`config.mk`:
```
export PLATFORM = sky130hd
export DESIGN_NAME = bin2bcd_seq_flat
export DESIGN_NICKNAME = d
export VERILOG_FILES = /design/src/rtl/bin2bcd_pkg.sv /design/src/rtl/bin2bcd_seq_if.sv /design/src/rtl/bin2bcd_seq_dabble_digit.sv /design/src/rtl/bin2bcd_seq.sv /design/src/flat_wrapper.sv
export SDC_FILE = /design/constraint.sdc
export NUM_CORES = 1
export LEC_CHECK = 0
export BUFFER_PORTS_ARGS = -buffer_cell sky130_fd_sc_hd__buf_2
export CAP_MARGIN = 40
export CORE_UTILIZATION = 52
export DETAILED_ROUTE_END_ITERATION = 7
export GPL_TIMING_DRIVEN = 0
export PLACE_DENSITY = 0.77
export SYNTH_ARGS = -nofsm -noshare
export SYNTH_HDL_FRONTEND = slang
export SYNTH_SLANG_ARGS = --single-unit
```
`constraint.sdc`:
```
create_clock -name clk -period 3.9 [get_ports clk]
set_clock_uncertainty 0.1 [all_clocks]
set_input_delay 0.39 -clock clk [delete_from_list [all_inputs] [get_ports clk]]
set_output_delay 0.39 -clock clk [all_outputs]
set_load 0.02 [all_outputs]
```
`src/rtl/bin2bcd_pkg.sv`:
```
// bin2bcd_pkg: shared types, digit width and the DIGITS legality helper
package bin2bcd_pkg;
    localparam int BCD_DIGIT_W = 4;
    typedef enum logic [1:0] {IDLE, SHIFT, DONE} state_t;
    // smallest d with 10^d > 2^width - 1
    function automatic int min_digits(input int width);
        longint unsigned lim;
        longint unsigned p;
        int d;
        lim = (64'd1 << width) - 64'd1;
        p = 64'd10;
        d = 1;
        for (int i = 0; i < 19; i++) begin
            if (p <= lim) begin
                p = p * 64'd10;
                d++;
            end
        end
        return d;
    endfunction
endpackage

```
`src/rtl/bin2bcd_seq_if.sv`:
```
// bin2bcd_seq_if: request/result handshake between requester and converter
interface bin2bcd_seq_if #(parameter int WIDTH = 8, parameter int DIGITS = 3);
    import bin2bcd_pkg::*;
    logic in_valid;
    logic in_ready;
    logic [WIDTH-1:0] bin;
    logic out_valid;
    logic [BCD_DIGIT_W*DIGITS-1:0] bcd;
    logic [DIGITS-1:0] blank;
    modport master(output in_valid, bin, input in_ready, out_valid, bcd, blank);
    modport slave(input in_valid, bin, output in_ready, out_valid, bcd, blank);
endinterface

```
`src/rtl/bin2bcd_seq_dabble_digit.sv`:
```
// bcd_dabble_digit: per-digit "if >= 5 add 3" correction
module bcd_dabble_digit import bin2bcd_pkg::*; (
    input  logic [BCD_DIGIT_W-1:0] d,
    output logic [BCD_DIGIT_W-1:0] q
);
    assign q = d >= 4'd5 ? d + 4'd3 : d;
endmodule

```
`src/rtl/bin2bcd_seq.sv`:
```
// bin2bcd_seq: one-bit-per-clock double-dabble converter with leading-zero blank mask
module bin2bcd_seq import bin2bcd_pkg::*; #(
    parameter int WIDTH = 8,
    parameter int DIGITS = 3
) (
    input logic clk,
    input logic rst,
    bin2bcd_seq_if.slave bus
);
    localparam int BW = BCD_DIGIT_W * DIGITS;
    localparam int CW = $clog2(WIDTH + 1);
    localparam logic [DIGITS-1:0] BLANK_RST = ~DIGITS'(1);
    if (DIGITS < min_digits(WIDTH)) begin : g_chk
        $error("bin2bcd_seq: DIGITS too small for WIDTH");
    end
    state_t state, state_n;
    logic [WIDTH-1:0] sr;
    logic [BW-1:0] scr, scr_c, scr_n, bcd_q;
    logic [BW+WIDTH-1:0] sh;
    logic [DIGITS-1:0] blank_q, blank_n;
    logic [CW-1:0] cnt;
    logic last, z;
    for (genvar i = 0; i < DIGITS; i++) begin : g_dig
        bcd_dabble_digit u_dig (
            .d(scr[BCD_DIGIT_W*i +: BCD_DIGIT_W]),
            .q(scr_c[BCD_DIGIT_W*i +: BCD_DIGIT_W])
        );
    end
    assign sh = {scr_c, sr} << 1;
    assign scr_n = sh[BW+WIDTH-1:WIDTH];
    assign last = cnt == CW'(1);
    // a digit is blank when it and every digit above it are zero
    always_comb begin
        blank_n = '0;
        z = 1'b1;
        for (int k = DIGITS - 1; k >= 1; k--) begin
            z = z && (scr_n[BCD_DIGIT_W*k +: BCD_DIGIT_W] == '0);
            blank_n[k] = z;
        end
    end
    always_comb begin
        state_n = state == IDLE  ? (bus.in_valid ? SHIFT : IDLE) :
                  state == SHIFT ? (last ? DONE : SHIFT) : IDLE;
    end
    always_ff @(posedge clk or negedge rst) begin
        if (!rst) begin
            state <= IDLE;
            sr <= '0;
            scr <= '0;
            cnt <= '0;
            bcd_q <= '0;
            blank_q <= BLANK_RST;
        end else begin
            state <= state_n;
            if (state == IDLE && bus.in_valid) begin
                sr <= bus.bin;
                scr <= '0;
                cnt <= CW'(WIDTH);
            end else if (state == SHIFT) begin
                sr <= sh[WIDTH-1:0];
                scr <= scr_n;
                cnt <= cnt - CW'(1);
                if (last) begin
                    bcd_q <= scr_n;
                    blank_q <= blank_n;
                end
            end
        end
    end
    assign bus.in_ready = rst && state == IDLE;
    assign bus.out_valid = state == DONE;
    assign bus.bcd = bcd_q;
    assign bus.blank = blank_q;
endmodule

```
`src/flat_wrapper.sv`:
```
// flat-port wrapper written by rule: the top's interface ports become plain ports
module bin2bcd_seq_flat import bin2bcd_pkg::*;
#(
    parameter int WIDTH = 8,
    parameter int DIGITS = 3
)
  (clk, rst, bus_in_valid, bus_bin, bus_in_ready, bus_out_valid, bus_bcd, bus_blank);
  bin2bcd_seq_if #(.WIDTH(WIDTH), .DIGITS(DIGITS)) bus_i ();
  input logic clk;
  input logic rst;
  input wire logic [$bits(bus_i.in_valid)-1:0] bus_in_valid;
  input wire logic [$bits(bus_i.bin)-1:0] bus_bin;
  output wire logic [$bits(bus_i.in_ready)-1:0] bus_in_ready;
  output wire logic [$bits(bus_i.out_valid)-1:0] bus_out_valid;
  output wire logic [$bits(bus_i.bcd)-1:0] bus_bcd;
  output wire logic [$bits(bus_i.blank)-1:0] bus_blank;
  assign bus_i.in_valid = bus_in_valid;
  assign bus_i.bin = bus_bin;
  assign bus_in_ready = bus_i.in_ready;
  assign bus_out_valid = bus_i.out_valid;
  assign bus_bcd = bus_i.bcd;
  assign bus_blank = bus_i.blank;
  bin2bcd_seq #(.WIDTH(WIDTH), .DIGITS(DIGITS)) u_core (.clk(clk), .rst(rst), .bus(bus_i));
endmodule
```
==> qor.txt <==
=================================================================================
Number of synthesis warnings .......................................            0
Maximum fanout along the worst path ................................           19
Clock insertion delay at the later pin of the skew report ..........       300 ps
Endpoint kind of the worst setup timing path ....................... primary output
Status ............................................................. complete, no violations
Total count of max-transition violations in the final report .......            0
Worst endpoint required time .......................................      3410 ps
Final HPWL DP ......................................................      2813 µm
Kind of critical path .............................................. primary input to primary output
Clock-pin transition on the worst setup and hold timing paths ......        70 ps
Iteration-0 DRC count of the detailed router .......................           88
CTS tree ...........................................................         done
Share of the yosys chip area belonging to registers ................       51.31%
Launching point of the worst reg2reg path .......................... u_core.scr[8]
Main area contributors after synthesis ............................. sky130_fd_sc_hd__dfrtp_1 (49%), sky130_fd_sc_hd__nand2_1 (7.9%), sky130_fd_sc_hd__o21ai_0 (7.2%), sky130_fd_sc_hd__ha_1 (5.1%), sky130_fd_sc_hd__a22oi_1 (2.7%)
Largest net degree at the start of global routing ..................           24
Final layout net count .............................................          259
Antenna cell count .................................................            0
Number of core rows ................................................           21
Async set or reset register ratio after synthesis ..................       100.0%
Fill cells .........................................................          305
Multi-input gate area ..............................................    879.6 µm²
Max Clock Freq .....................................................   0.4666 GHz
Quantity of gates resized following cts ............................            0
Maximum count of clock buffers along a single path .................            2
Vert. Die Dim ......................................................     63.33 µm
Worst reg2reg setup slack ..........................................      1910 ps
Number of buffers added for setup after CTS ........................            0
Synth unique cells .................................................           35
Vias after detailed routing ........................................         1533
Core area ..........................................................     3468 µm²
Max-cap violation count ............................................            0
Post-synthesis average cell area ...................................    9.540 µm²
Count of final hold-check violations ...............................            0
Cell area after placement ..........................................     2171 µm²
FF+latch area ......................................................     1003 µm²
Total negative setup slack .........................................         0 ps
Total power per unit cell area ..................................... 840.5 nW/µm²
Leading register cell type out of synthesis ........................ sky130_fd_sc_hd__dfrtp_1
Number of flops mapped to enable cells by yosys ....................            0
Routed wirelength normalized by instance count .....................     13.56 µm
Peak supply drop ...................................................  0.0003463 V
Number of cell instances on the worst register-to-register path ....            6
Die Outline Area ...................................................     4010 µm²
Number of optimization iterations in the first detailed-route pass .            4
I/O pins ...........................................................           28
Final setup violating endpoints ....................................            0
Root buffer cell ................................................... sky130_fd_sc_hd__clkbuf_8
Area added between synthesis and finish ............................       16.25%
Routability cong. ..................................................       0.8277
Clock period minus final worst setup slack .........................      2143 ps
Library cell occupying the most area in the post-synthesis netlist . sky130_fd_sc_hd__dfrtp_1
Unrepaired setup endpoints after global routing ....................        false
Static leakage .....................................................     1.076 nW
Path type of the worst min-delay path .............................. primary input to flip-flop
Post-synthesis sequential element count ............................           40
Hold depth .........................................................            3
Cts bufs inserted ..................................................            5
Post-detailed-route count of antenna-violating nets ................            0
Maximum level of the CTS H-tree ....................................            2
Total routed wirelength ............................................      3892 µm
Startpoint type of the worst setup path ............................ primary input
Vias in the first global route .....................................         1485
Number of antenna violations at the first check in global routing ..            0
Worst Hold Launch ..................................................   bus_bin[0]
Die extent in x ....................................................     63.33 µm
IO buf count .......................................................           26
Cell area after layout .............................................     2273 µm²
Fraction of layout cells with a size suffix above 1 ................       19.09%
Final worst-path cycle share .......................................       54.96%
Least-Margin Pin Slew ..............................................     694.1 ps
Leftover overflow at the end of global routing .....................            0
Wire length of the first global-routing pass .......................      6693 µm
Overall track demand over capacity in global routing ...............       21.96%
Total nets after synthesis .........................................          224
Count of hold-fix buffers inserted at cts ..........................            1
Arrival time of data at the critical path endpoint .................      1650 ps
Tot Pwr ............................................................     1.911 mW
Terminating pin of the worst hold path ............................. u_core.sr[0]
Count of mapped cells out of synthesis .............................          205
Count of clock tree sinks ..........................................           40
Effective utilization at floorplan .................................       56.39%
Reg-to-reg endpoint ................................................ u_core.bus.blank[1]
Summed instance area of the synthesized netlist ....................     1956 µm²
Post-detailed-route via-to-cell ratio ..............................        5.341
Slew Limit Headroom ................................................       53.56%
Remaining routing DRC violations ...................................            0
Proportion of netlist area held by the largest area contributor ....       48.62%
=================================================================================
-- synth_stat cells (3+ instances only) --
cell type                  number
sky130_fd_sc_hd__a21oi_1        7
sky130_fd_sc_hd__nor2_1         8
sky130_fd_sc_hd__ha_1           8
sky130_fd_sc_hd__nand2_1       41
sky130_fd_sc_hd__dfrtp_1       38
sky130_fd_sc_hd__nor3b_1        5
sky130_fd_sc_hd__mux2_2         3
sky130_fd_sc_hd__xnor2_1        4
sky130_fd_sc_hd__nand2b_1       4
sky130_fd_sc_hd__a22oi_1        7
sky130_fd_sc_hd__and2_1         3
sky130_fd_sc_hd__nand3_1       10
sky130_fd_sc_hd__inv_1          9
sky130_fd_sc_hd__o21ai_0       28
sky130_fd_sc_hd__clkbuf_1       7
-- state kept, by name, summed over array words and instances, names as in the netlist --
| register | count |
|---|---|
| u_core.cnt | 4 |
| u_core.bus.blank | 2 |
| u_core.bus.bcd | 12 |
| u_core.scr | 12 |
| u_core.state | 2 |
| u_core.sr | 8 |
-- through the flow --
stage               hold WS, ps  util [%]  setup slack (ps)  cells
global route              222.8     65.55              1629    287
global placement          349.4     61.80              1910    277
CTS                       208.3     65.55              1726    287
floorplan                -5.591         -              2116    205
detailed placement        262.9     62.59              1912    278
finish                    210.2     65.55              1757    287
-- worst max-delay path, stage by stage --
cell and delay, ps:
sky130_fd_sc_hd__dlygate4sd3_1 510, sky130_fd_sc_hd__buf_2 390, sky130_fd_sc_hd__and2_1 190, sky130_fd_sc_hd__buf_2 160
-- where the power goes --
group          leakage, nW  internal [mW]  switching, mW
registers            0.500          0.602          0.144
logic                0.526          0.342          0.536
clock network       0.0510          0.141          0.146
total                 1.08           1.09          0.826
-- layout make-up --
type,instances,area share [%]
Inverter,9,1.486
Clock buffer,6,3.632
Tap cell,46,2.532
Buffer,9,1.706
Clock inverter,2,0.4403
Multi-Input combinational cell,147,38.69
Sequential cell,40,44.14
Timing Repair Buffer,28,7.375
-- layer usage --
layer | global-route usage [%] | vias to the layer above | share of wire, %
li1 | - | 770 | -
met1 | 27.38 | 727 | 47
met2 | 35.90 | 30 | 47
met3 | 5.797 | 6 | 4.1
met4 | 9.091 | 0 | 1.7
met5 | 0 | - | 0
-- how the worst max path moves through the flow --
| stage | cells past startpoint | slack, ps | start | to |
|---|---|---|---|---|
| 2_1_floorplan | 6 | 2120 | u_core.cnt[1] | u_core.bus.blank[1] |
| 3_3_place_gp | 3 | 1910 | rst | bus_in_ready |
| 3_5_place_dp | 6 | 1910 | u_core.scr[8] | u_core.bus.blank[1] |
| 4_1_cts | 4 | 1730 | rst | bus_in_ready |
| 5_1_grt | 4 | 1630 | rst | bus_in_ready |
| 6_report | 4 | 1760 | rst | bus_in_ready |
-- cells by family after synthesis --
logic type	synth area share, %
AOI/OAI and AO/OA	15.74
xor gates and xnor gates	2.239
adders and majority gates	5.119
buffers and inverters	3.711
DFF	51.31
muxes	2.239
other	0.1918
and+or+nand+nor	19.45
-- cell usage in the layout, fill, tap and decap left out, types with 6 or more instances in the layout --
cell,netlist,final
sky130_fd_sc_hd__nor2_1,8,8
sky130_fd_sc_hd__clkbuf_8,0,6
sky130_fd_sc_hd__buf_2,1,27
sky130_fd_sc_hd__dfrtp_1,38,38
sky130_fd_sc_hd__nand2_1,41,41
sky130_fd_sc_hd__ha_1,8,8
sky130_fd_sc_hd__clkbuf_1,7,7
sky130_fd_sc_hd__a21oi_1,7,7
sky130_fd_sc_hd__nand3_1,10,10
sky130_fd_sc_hd__inv_1,9,9
sky130_fd_sc_hd__a22oi_1,7,7
sky130_fd_sc_hd__o21ai_0,28,28
Note: power is estimated with default switching activity, not from simulation.
